===== src/rtl/clast_fifo_n_if.sv =====
// Token handshake bundle for clast_fifo_n: upstream request/payload,
// downstream present/accept, and per-stage fire plus occupancy status.
interface clast_fifo_n_if #(
  parameter int DEPTH = 2,
  parameter int WIDTH = 8
);
  localparam int NW = $clog2(DEPTH + 1);

  logic             i_drive;
  logic [WIDTH-1:0] i_data;
  logic             o_free;
  logic             o_driveNext;
  logic [WIDTH-1:0] o_data;
  logic             i_freeNext;
  logic [DEPTH-1:0] o_fire;
  logic [NW-1:0]    o_count;
  logic             o_overflow;

  modport master (
    output i_drive, i_data, i_freeNext,
    input  o_free, o_driveNext, o_data, o_fire, o_count, o_overflow
  );

  modport slave (
    input  i_drive, i_data, i_freeNext,
    output o_free, o_driveNext, o_data, o_fire, o_count, o_overflow
  );
endinterface


===== src/rtl/clast_fifo_n.sv =====
// DEPTH-stage clocked token pipeline with a programmable exit delay,
// optional downstream acknowledge, per-stage fire pulses and overflow status.
module clast_fifo_n #(
  parameter int DEPTH    = 2,
  parameter int WIDTH    = 8,
  parameter int DELAY    = 2,
  parameter bit SELF_ACK = 1'b1
) (
  input  logic           clk,
  input  logic           rst,
  clast_fifo_n_if.slave  bus
);
  localparam int L  = DEPTH - 1;
  localparam int CW = $clog2(DELAY + 1);
  localparam int NW = $clog2(DEPTH + 1);

  logic [DEPTH-1:0] v_q, v_d;
  logic [DEPTH-1:0] fire_q;
  logic [DEPTH-1:0] cap_s, leave_s;
  logic [WIDTH-1:0] d_q [DEPTH];
  logic [WIDTH-1:0] d_d [DEPTH];
  logic [CW-1:0]    cnt_q, cnt_d;
  logic             ovf_q, ovf_d;
  logic             drive_next_s;
  logic [NW-1:0]    count_s;

  assign drive_next_s = v_q[L] && (cnt_q == {CW{1'b0}});

  // Capture/leave chain, resolved from the tail so a leaving stage can refill in the same cycle
  always_comb begin
    cap_s      = {DEPTH{1'b0}};
    leave_s    = {DEPTH{1'b0}};
    leave_s[L] = drive_next_s && (SELF_ACK || bus.i_freeNext);
    for (int k = L; k >= 1; k--) begin
      cap_s[k]     = v_q[k-1] && (!v_q[k] || leave_s[k]);
      leave_s[k-1] = cap_s[k];
    end
    cap_s[0] = bus.i_drive && !v_q[0];
  end

  // Next-state for valid bits, stage data, exit-delay counter and overflow flag
  always_comb begin
    v_d = (v_q & ~leave_s) | cap_s;
    d_d[0] = cap_s[0] ? bus.i_data : d_q[0];
    for (int k = 1; k < DEPTH; k++) begin
      if (cap_s[k]) begin
        d_d[k] = d_q[k-1];
      end else begin
        d_d[k] = d_q[k];
      end
    end
    if (cap_s[L]) begin
      cnt_d = CW'(DELAY);
    end else if (v_q[L] && (cnt_q != {CW{1'b0}})) begin
      cnt_d = cnt_q - CW'(1);
    end else begin
      cnt_d = cnt_q;
    end
    ovf_d = ovf_q | (bus.i_drive & v_q[0]);
  end

  // Occupancy is the population count of the valid bits
  always_comb begin
    count_s = {NW{1'b0}};
    for (int k = 0; k < DEPTH; k++) begin
      count_s = count_s + NW'(v_q[k]);
    end
  end

  // State registers; reset discards any tokens in flight
  always_ff @(posedge clk or negedge rst) begin
    if (!rst) begin
      v_q    <= {DEPTH{1'b0}};
      fire_q <= {DEPTH{1'b0}};
      cnt_q  <= {CW{1'b0}};
      ovf_q  <= 1'b0;
      for (int k = 0; k < DEPTH; k++) begin
        d_q[k] <= {WIDTH{1'b0}};
      end
    end else begin
      v_q    <= v_d;
      fire_q <= cap_s;
      cnt_q  <= cnt_d;
      ovf_q  <= ovf_d;
      for (int k = 0; k < DEPTH; k++) begin
        d_q[k] <= d_d[k];
      end
    end
  end

  assign bus.o_free      = !v_q[0];
  assign bus.o_driveNext = drive_next_s;
  assign bus.o_data      = drive_next_s ? d_q[L] : {WIDTH{1'b0}};
  assign bus.o_fire      = fire_q;
  assign bus.o_count     = count_s;
  assign bus.o_overflow  = ovf_q;
endmodule

===== src/flat_wrapper.sv =====
// flat-port wrapper written by rule: the top's interface ports become plain ports
module clast_fifo_n_flat 
#(
  parameter int DEPTH    = 2,
  parameter int WIDTH    = 8,
  parameter int DELAY    = 2,
  parameter bit SELF_ACK = 1'b1
)
  (clk, rst, bus_i_drive, bus_i_data, bus_i_freeNext, bus_o_free, bus_o_driveNext, bus_o_data, bus_o_fire, bus_o_count, bus_o_overflow);
  clast_fifo_n_if #(.DEPTH(DEPTH), .WIDTH(WIDTH)) bus_i ();
  input  logic clk;
  input  logic rst;
  input wire logic [$bits(bus_i.i_drive)-1:0] bus_i_drive;
  input wire logic [$bits(bus_i.i_data)-1:0] bus_i_data;
  input wire logic [$bits(bus_i.i_freeNext)-1:0] bus_i_freeNext;
  output wire logic [$bits(bus_i.o_free)-1:0] bus_o_free;
  output wire logic [$bits(bus_i.o_driveNext)-1:0] bus_o_driveNext;
  output wire logic [$bits(bus_i.o_data)-1:0] bus_o_data;
  output wire logic [$bits(bus_i.o_fire)-1:0] bus_o_fire;
  output wire logic [$bits(bus_i.o_count)-1:0] bus_o_count;
  output wire logic [$bits(bus_i.o_overflow)-1:0] bus_o_overflow;
  assign bus_i.i_drive = bus_i_drive;
  assign bus_i.i_data = bus_i_data;
  assign bus_i.i_freeNext = bus_i_freeNext;
  assign bus_o_free = bus_i.o_free;
  assign bus_o_driveNext = bus_i.o_driveNext;
  assign bus_o_data = bus_i.o_data;
  assign bus_o_fire = bus_i.o_fire;
  assign bus_o_count = bus_i.o_count;
  assign bus_o_overflow = bus_i.o_overflow;
  clast_fifo_n #(.DEPTH(DEPTH), .WIDTH(WIDTH), .DELAY(DELAY), .SELF_ACK(SELF_ACK)) u_core (.clk(clk), .rst(rst), .bus(bus_i));
endmodule

===== config.mk =====
export PLATFORM = sky130hd
export DESIGN_NAME = clast_fifo_n_flat
export DESIGN_NICKNAME = d
export VERILOG_FILES = /design/src/rtl/clast_fifo_n_if.sv /design/src/rtl/clast_fifo_n.sv /design/src/flat_wrapper.sv
export SDC_FILE = /design/constraint.sdc
export NUM_CORES = 1
export LEC_CHECK = 0
export BUFFER_PORTS_ARGS = -buffer_cell sky130_fd_sc_hd__clkbuf_2
export CORE_MARGIN = 8
export CORE_UTILIZATION = 45
export CTS_CLUSTER_DIAMETER = 40
export DETAILED_ROUTE_END_ITERATION = 16
export PLACE_DENSITY = 0.74
export SKIP_LAST_GASP = 1
export SLEW_MARGIN = 0
export SYNTH_ARGS = -nofsm -noshare
export SYNTH_HDL_FRONTEND = slang
export SYNTH_SLANG_ARGS = --single-unit

===== constraint.sdc =====
create_clock -name clk -period 1.55 [get_ports clk]
set_input_delay 0.31 -clock clk [delete_from_list [all_inputs] [get_ports clk]]
set_output_delay 0.31 -clock clk [all_outputs]
set_load 0.1 [all_outputs]

==> key figures, run 1 <==
Status
  – Status: finished with violations
  – Failing checks: setup timing

Layout
  – Leading cell type in the layout, fill and taps excluded: dfrtp_1
  – Most frequent cells in the layout: dfrtp_1 (21), mux2_4 (16), clkbuf_2 (13)
  – Antenna fix cells: 0
  – Count of nets after finishing: ~120
  – Layout cells sized above 1: 0.676
  – Area growth, synth to finish: 44.8%

Timing
  – Measured slew at the worst slew-check pin: 545 ps
  – Relative slew slack: 0.637
  – Slack of the critical path: -158 ps
  – Final Hold Fails: 0
  – Final min period: between 1500 and 2000 ps
  – RSZ-0062 raised after global routing: true
  – Slew Limit Fails: 0
  – Clock Skew: 7.17 ps
  – WHS: between 200 and 250 ps
  – Final period util: 1.10
  – F_max: 586 MHz
  – Final setup vio count: 9

Placed design
  – Detailed placement HPWL: around 1300 um
  – Gpl congestion: 0.699
  – I/O Buffers: 25

Worst setup path
  – Critical path class: flip-flop to output pin
  – CP Data Arrival Time: approximately 1400 ps
  – Worst setup EP type: output pin
  – CP startpoint kind: flip-flop
  – Crit path max fanout: 10
  – Required time of the worst setup path: between 1000 and 1500 ps

Route
  – Vias post-DR: around 630
  – Vias/cell: approximately 4.9
  – 1st-iter DRT viols: 10
  – Average wire per standard cell: 14.3 um
  – Post-route ant nets: 0
  – Final Routed Wirelength: 1860 um
  – Drt drc: 0
  – First drt pass iteration count: 4

CTS
  – Longest Clk Path Bufs: 2
  – Cell chosen for the clock root: clkbuf_4
  – CTS Buf Count: 3
  – TritonCTS clock tree: done
  – H-tree levels: 1
  – Clk sinks: 23
  – Worst-Skew Late Latency: a little over 300 ps
  – Worst-path clk slew: roughly 120 ps

Synth
  – Post-synthesis cell area: just over 1000 um^2
  – Mapped Nets: 79
  – Syn avg cell area: 15.6 um^2
  – Mapped Cells: 65
  – Netlist cell types: 15
  – Yosys Warn Count: 0
  – Seq/Total Area, Yosys: 0.567
  – Flops & latches, synth: 23

GRT
  – Met1 Use GR: 0.121
  – Met2 Use GR: 0.157
  – Gr ovfl total: 0
  – Gr usage total: 0.100
  – Initial antenna violation count: 0
  – Vias in the first global route: 660
  – First-pass GRT wire length: about 3200 um
  – GRT busiest layer: met2
  – Met3 Usage GRT: 0.0300
  – Largest net degree at the start of global routing: 24

Floorplanning
  – Core Rows: 17
  – IO Pins: 27
  – Core ar.: 2170 um^2
  – Die Wd: 63.5 um
  – Die Ht: about 64 um
  – Die area: slightly above 4000 um^2
  – Initial Utilization: 0.468

Run
  – Max-Cap Viols: 0

Worst hold path
  – Min-Delay Path Class: primary input to flip-flop
[flip-flops by register name, indices dropped and copies added, names as in the netlist]
signal                 count
u_core.v_q                 2
u_core.cnt_q               2
u_core.bus.o_overflow      1
u_core.d_q                16
u_core.bus.o_fire          2
[critical path, stage by stage, from the launching register on]
cell,delay [ps]
dfrtp_1,400
inv_1,100
ha_4,180
and3_2,230
buf_12,180
[area by class of cell]
cell class	instances	area, um^2
sequential	23	578
multi-input combinational	37	439
inverter	4	17.5
clock buffer	4	26.3
fill	169	698
tap	28	35.0
timing repair buffer	34	375
[layer usage]
| metal | vias to the layer above | share of wire |
|---|---|---|
| met2 | 14 | 0.49 |
| met1 | 320 | 0.45 |
| met5 | - | 0 |
| met4 | 0 | 0.0065 |
| met3 | 2 | 0.045 |
| li1 | 295 | - |
[kinds of logic after synthesis]
group	count (synthesis)	synth area share
adders and majority gates	2	0.0246
and+or+nand+nor	14	0.117
buffers and inverters	5	0.0259
AOI/OAI and AO/OA	5	0.0296
muxes	16	0.236
DFF	23	0.567
[stage by stage]
| step | cells | instance area, um^2 | util | setup TNS (ps) | setup WS [ps] |
|---|---|---|---|---|---|
| 2_1_floorplan | 65 | 1020 | - | 0 | 56.7 |
| 3_3_place_gp | 120 | 1370 | 0.631 | 0 | 61.5 |
| 3_5_place_dp | 120 | 1370 | 0.631 | 0 | 22.7 |
| 4_1_cts | 129 | 1460 | 0.674 | -1360 | -169 |
| 5_1_grt | 130 | 1470 | 0.678 | -1860 | -228 |
| 6_report | 130 | 1470 | 0.678 | -1190 | -158 |
[Yosys cell counts]
library cell / n / area (um^2)
dfrtp_1: 23 / 576
mux2_4: 16 / 240
and3_2: 8 / 60.1
inv_1: 4 / 15.0
o21ai_0: 3 / 15.0
ha_1: 2 / 25.0
a21o_1: 1 / 7.51
and2_2: 1 / 7.51
buf_6: 1 / 11.3
nand2_1: 1 / 3.75
nand2_8: 1 / 20.0
nand2b_4: 1 / 13.8
nand3_1: 1 / 5.00
nor2b_2: 1 / 8.76
o21bai_1: 1 / 7.51
[repair_timing]
item / 4_1_cts / 5_1_grt
endpoints found under the hold margin: 23 / 0
endpoints found under the setup margin: 12 / 11
resized for setup: 6 / 1
pin swaps: 0 / 1
hold buffers: 1 / 0
buffers inserted: 4 / 1
[final timing paths]
kind / end / cells past startpoint / from / slack [ps]
max: bus_o_data[4] / 4 / u_core.cnt_q[1]$_DFFE_PN0P_ / -160
min: u_core.bus.o_overflow$_DFF_PN0_ / 2 / bus_i_drive / 210
max reg2reg: u_core.d_q[14]$_DFFE_PN0P_ / 4 / u_core.v_q[0]$_DFF_PN0_ / 190
min reg2reg: u_core.bus.o_overflow$_DFF_PN0_ / 1 / u_core.bus.o_overflow$_DFF_PN0_ / 470
max in group asynchronous: u_core.v_q[1]$_DFF_PN0_ / 2 / rst / 660
min in group asynchronous: u_core.d_q[4]$_DFFE_PN0P_ / 2 / rst / 510
Power of run 1 is not shown: default switching activity piles up to over one toggle a cycle in this logic, so the estimate is an artifact.
==> inputs of run 2 (changes only) <==
--- a/config.mk
+++ b/config.mk
@@ -10,7 +10,10 @@
 export CORE_UTILIZATION = 45
 export CTS_CLUSTER_DIAMETER = 40
 export DETAILED_ROUTE_END_ITERATION = 16
+export GPL_ROUTABILITY_DRIVEN = 0
+export MAX_ROUTING_LAYER = met4
 export PLACE_DENSITY = 0.74
+export REMOVE_ABC_BUFFERS = 1
 export SKIP_LAST_GASP = 1
 export SLEW_MARGIN = 0
 export SYNTH_ARGS = -nofsm -noshare
==> key figures, run 2 (same netlist as run 1, synthesis figures left out) <==
Worst setup path
  – R2R setup slack: 40 ps (-150 ps)
  – Worst setup EP type: output pin
  – Reg2Reg Depth: 5 (+1)
  – Reg-to-reg critical path startpoint: u_core.v_q[0]$_DFF_PN0_
  – Slowest Stage Delay on Critical Path: 400 ps (about the same)
  – Crit path max fanout: 10 (unchanged)
  – Critical path class: flip-flop to output pin
  – Slowest CP cell: dfrtp_1
  – Reg2reg end: u_core.d_q[12]$_DFFE_PN0P_
  – Required time of the worst setup path: 1240 ps (about the same)
  – Buffers & Inverters on Critical Path: 2 (unchanged)
  – Critical-path cell list: inv_1 > ha_4 > and3_2 > buf_12
  – CP delay by family, top: flip-flops
  – CP Data Arrival Time: 1410 ps (about the same)
  – CP startpoint kind: flip-flop

Timing
  – Final min period: 1720 ps (+8.14 ps)
  – Final Hold Fails: 0 (unchanged)
  – F_max: 583 MHz (-0.47%)
  – Slew Limit Fails: 0 (unchanged)
  – Relative slew slack: 0.635 (-0.00186)
  – Clock Skew: 10.1 ps (+2.93 ps)
  – Final setup vio count: 10 (+1)
  – Measured slew at the worst slew-check pin: 547 ps (+2.78 ps)
  – Final period util: 1.11 (+0.00525)
  – WHS: 225 ps (+19.1 ps)
  – Slack of the critical path: -166 ps (-8.14 ps)
  – RSZ-0062 raised after global routing: true

Floorplanning
  – Die area: 4030 um^2 (unchanged)
  – Core Rows: 17 (unchanged)
  – Die Wd: 63.5 um (unchanged)
  – Initial Utilization: 0.468 (unchanged)
  – Die Ht: 63.5 um (unchanged)
  – Core ar.: 2170 um^2 (unchanged)
  – IO Pins: 27 (unchanged)

Route
  – Average wire per standard cell: 15.6 um (+9.4%)
  – 1st-iter DRT viols: 7 (-3)
  – Vias/cell: 4.94 (+1.8%)
  – Post-route ant nets: 0 (unchanged)
  – Vias post-DR: 662 (+4.9%)
  – Drt drc: 0 (unchanged)
  – First drt pass iteration count: 4 (unchanged)
  – Final Routed Wirelength: 2090 um (+13%)

CTS
  – Worst-path clk slew: 130 ps (about the same)
  – Worst-Skew Late Latency: 300 ps (about the same)
  – Longest Clk Path Bufs: 2 (unchanged)
  – Cell chosen for the clock root: clkbuf_4
  – TritonCTS clock tree: done
  – Clk sinks: 23 (unchanged)
  – CTS Buf Count: 3 (unchanged)
  – H-tree levels: 1 (unchanged)

Layout
  – Design area: 1500 um^2 (+2.2%)
  – Largest Register: u_core.d_q
  – Count of nets after finishing: 121 (+3.4%)
  – Post-layout util: 0.693 (+0.0150)
  – Area growth, synth to finish: 48.0%
  – Number of flip-flops in the largest register: 16 (unchanged)
  – Layout cells sized above 1: 0.698 (+0.0216)
  – Antenna fix cells: 0 (unchanged)
  – Most frequent cells in the layout: dfrtp_1 (21), mux2_4 (16), clkbuf_2 (13)
  – Post-route insts no fill: 134 (+3.1%)
  – Leading cell type in the layout, fill and taps excluded: dfrtp_1

GRT
  – Initial antenna violation count: 0 (unchanged)
  – Gr usage total: 0.112 (+0.0119)
  – Gr ovfl total: 0 (unchanged)
  – Largest net degree at the start of global routing: 24 (unchanged)
  – Vias in the first global route: 708 (+7.3%)
  – First-pass GRT wire length: 3530 um (+10%)

Placed design
  – DP Cell Count: 118 (-1.7%)
  – Detailed placement HPWL: 1460 um (+9.3%)
  – Dpl cell area: 1350 um^2 (-1.3%)
  – I/O Buffers: 25 (unchanged)

Worst hold path
  – Min-Delay Path Class: primary input to flip-flop
  – Hold Crit Depth: 2 (unchanged)
  – Worst Hold End: u_core.d_q[8]$_DFFE_PN0P_
  – Hold_sp: bus_i_data[0]

Run
  – Max-Cap Viols: 0 (unchanged)

Status
  – Failing checks: setup timing
  – Status: finished with violations
==> run 2: worst max path at each step <==
stage | start | end | slack (ps) | cells after the start
floorplan | u_core.v_q[0]$_DFF_PN0_ | bus_o_count[0] | -110 | 1
CTS | u_core.cnt_q[1]$_DFFE_PN0P_ | bus_o_data[5] | -170 | 4
global placement | u_core.cnt_q[0]$_DFFE_PN0P_ | u_core.d_q[1]$_DFFE_PN0P_ | 40 | 5
detailed placement | u_core.cnt_q[0]$_DFFE_PN0P_ | u_core.d_q[6]$_DFFE_PN0P_ | -40 | 5
global route | u_core.cnt_q[0]$_DFFE_PN0P_ | bus_o_data[2] | -220 | 4
finish | u_core.cnt_q[0]$_DFFE_PN0P_ | bus_o_data[5] | -170 | 4
==> run 2: area by class of cell <==
| class | instances | area, um^2 |
|---|---|---|
| Fill cell | 171 | 666 |
| Sequential cell | 23 | 578 |
| Multi-Input combinational cell | 38 | 450 |
| Timing Repair Buffer | 37 | 398 |
| Tap cell | 28 | 35.0 |
| Clock buffer | 3 | 22.5 |
| Inverter | 4 | 15.0 |
| Clock inverter | 1 | 5.00 |
==> run 2: worst register-to-register path, delay by kind of cell (launching register included) <==
family / cells / cell delay, ps
muxes: 1 / 320
buffers and inverters: 3 / 530
and+or+nand+nor: 1 / 110
DFF: 1 / 450
==> run 2: timing repair <==
action,CTS,global route
hold endpoints to repair,23,0
gates resized for setup,5,1
buffers inserted,8,2
cloned,0,1
pin swaps,1,2
hold buffers,1,0
endpoints found under the setup margin,20,19
==> run 2: through the flow <==
step	setup slack (ps)	TNS (ps)
6_report	-166	-1340
5_1_grt	-221	-1950
4_1_cts	-167	-1380
3_5_place_dp	-36.5	-252
3_3_place_gp	35.8	0
2_1_floorplan	-112	-197
==> run 2: routing by layer <==
layer	routed length, um	GRT usage	up-vias
li1	-	-	311
met1	926	0.135	330
met4	0	0.0334	0
met2	1080	0.176	21
met3	85	0.0336	0
met5	0	-	-
Power of run 2 is left out for the same reason.
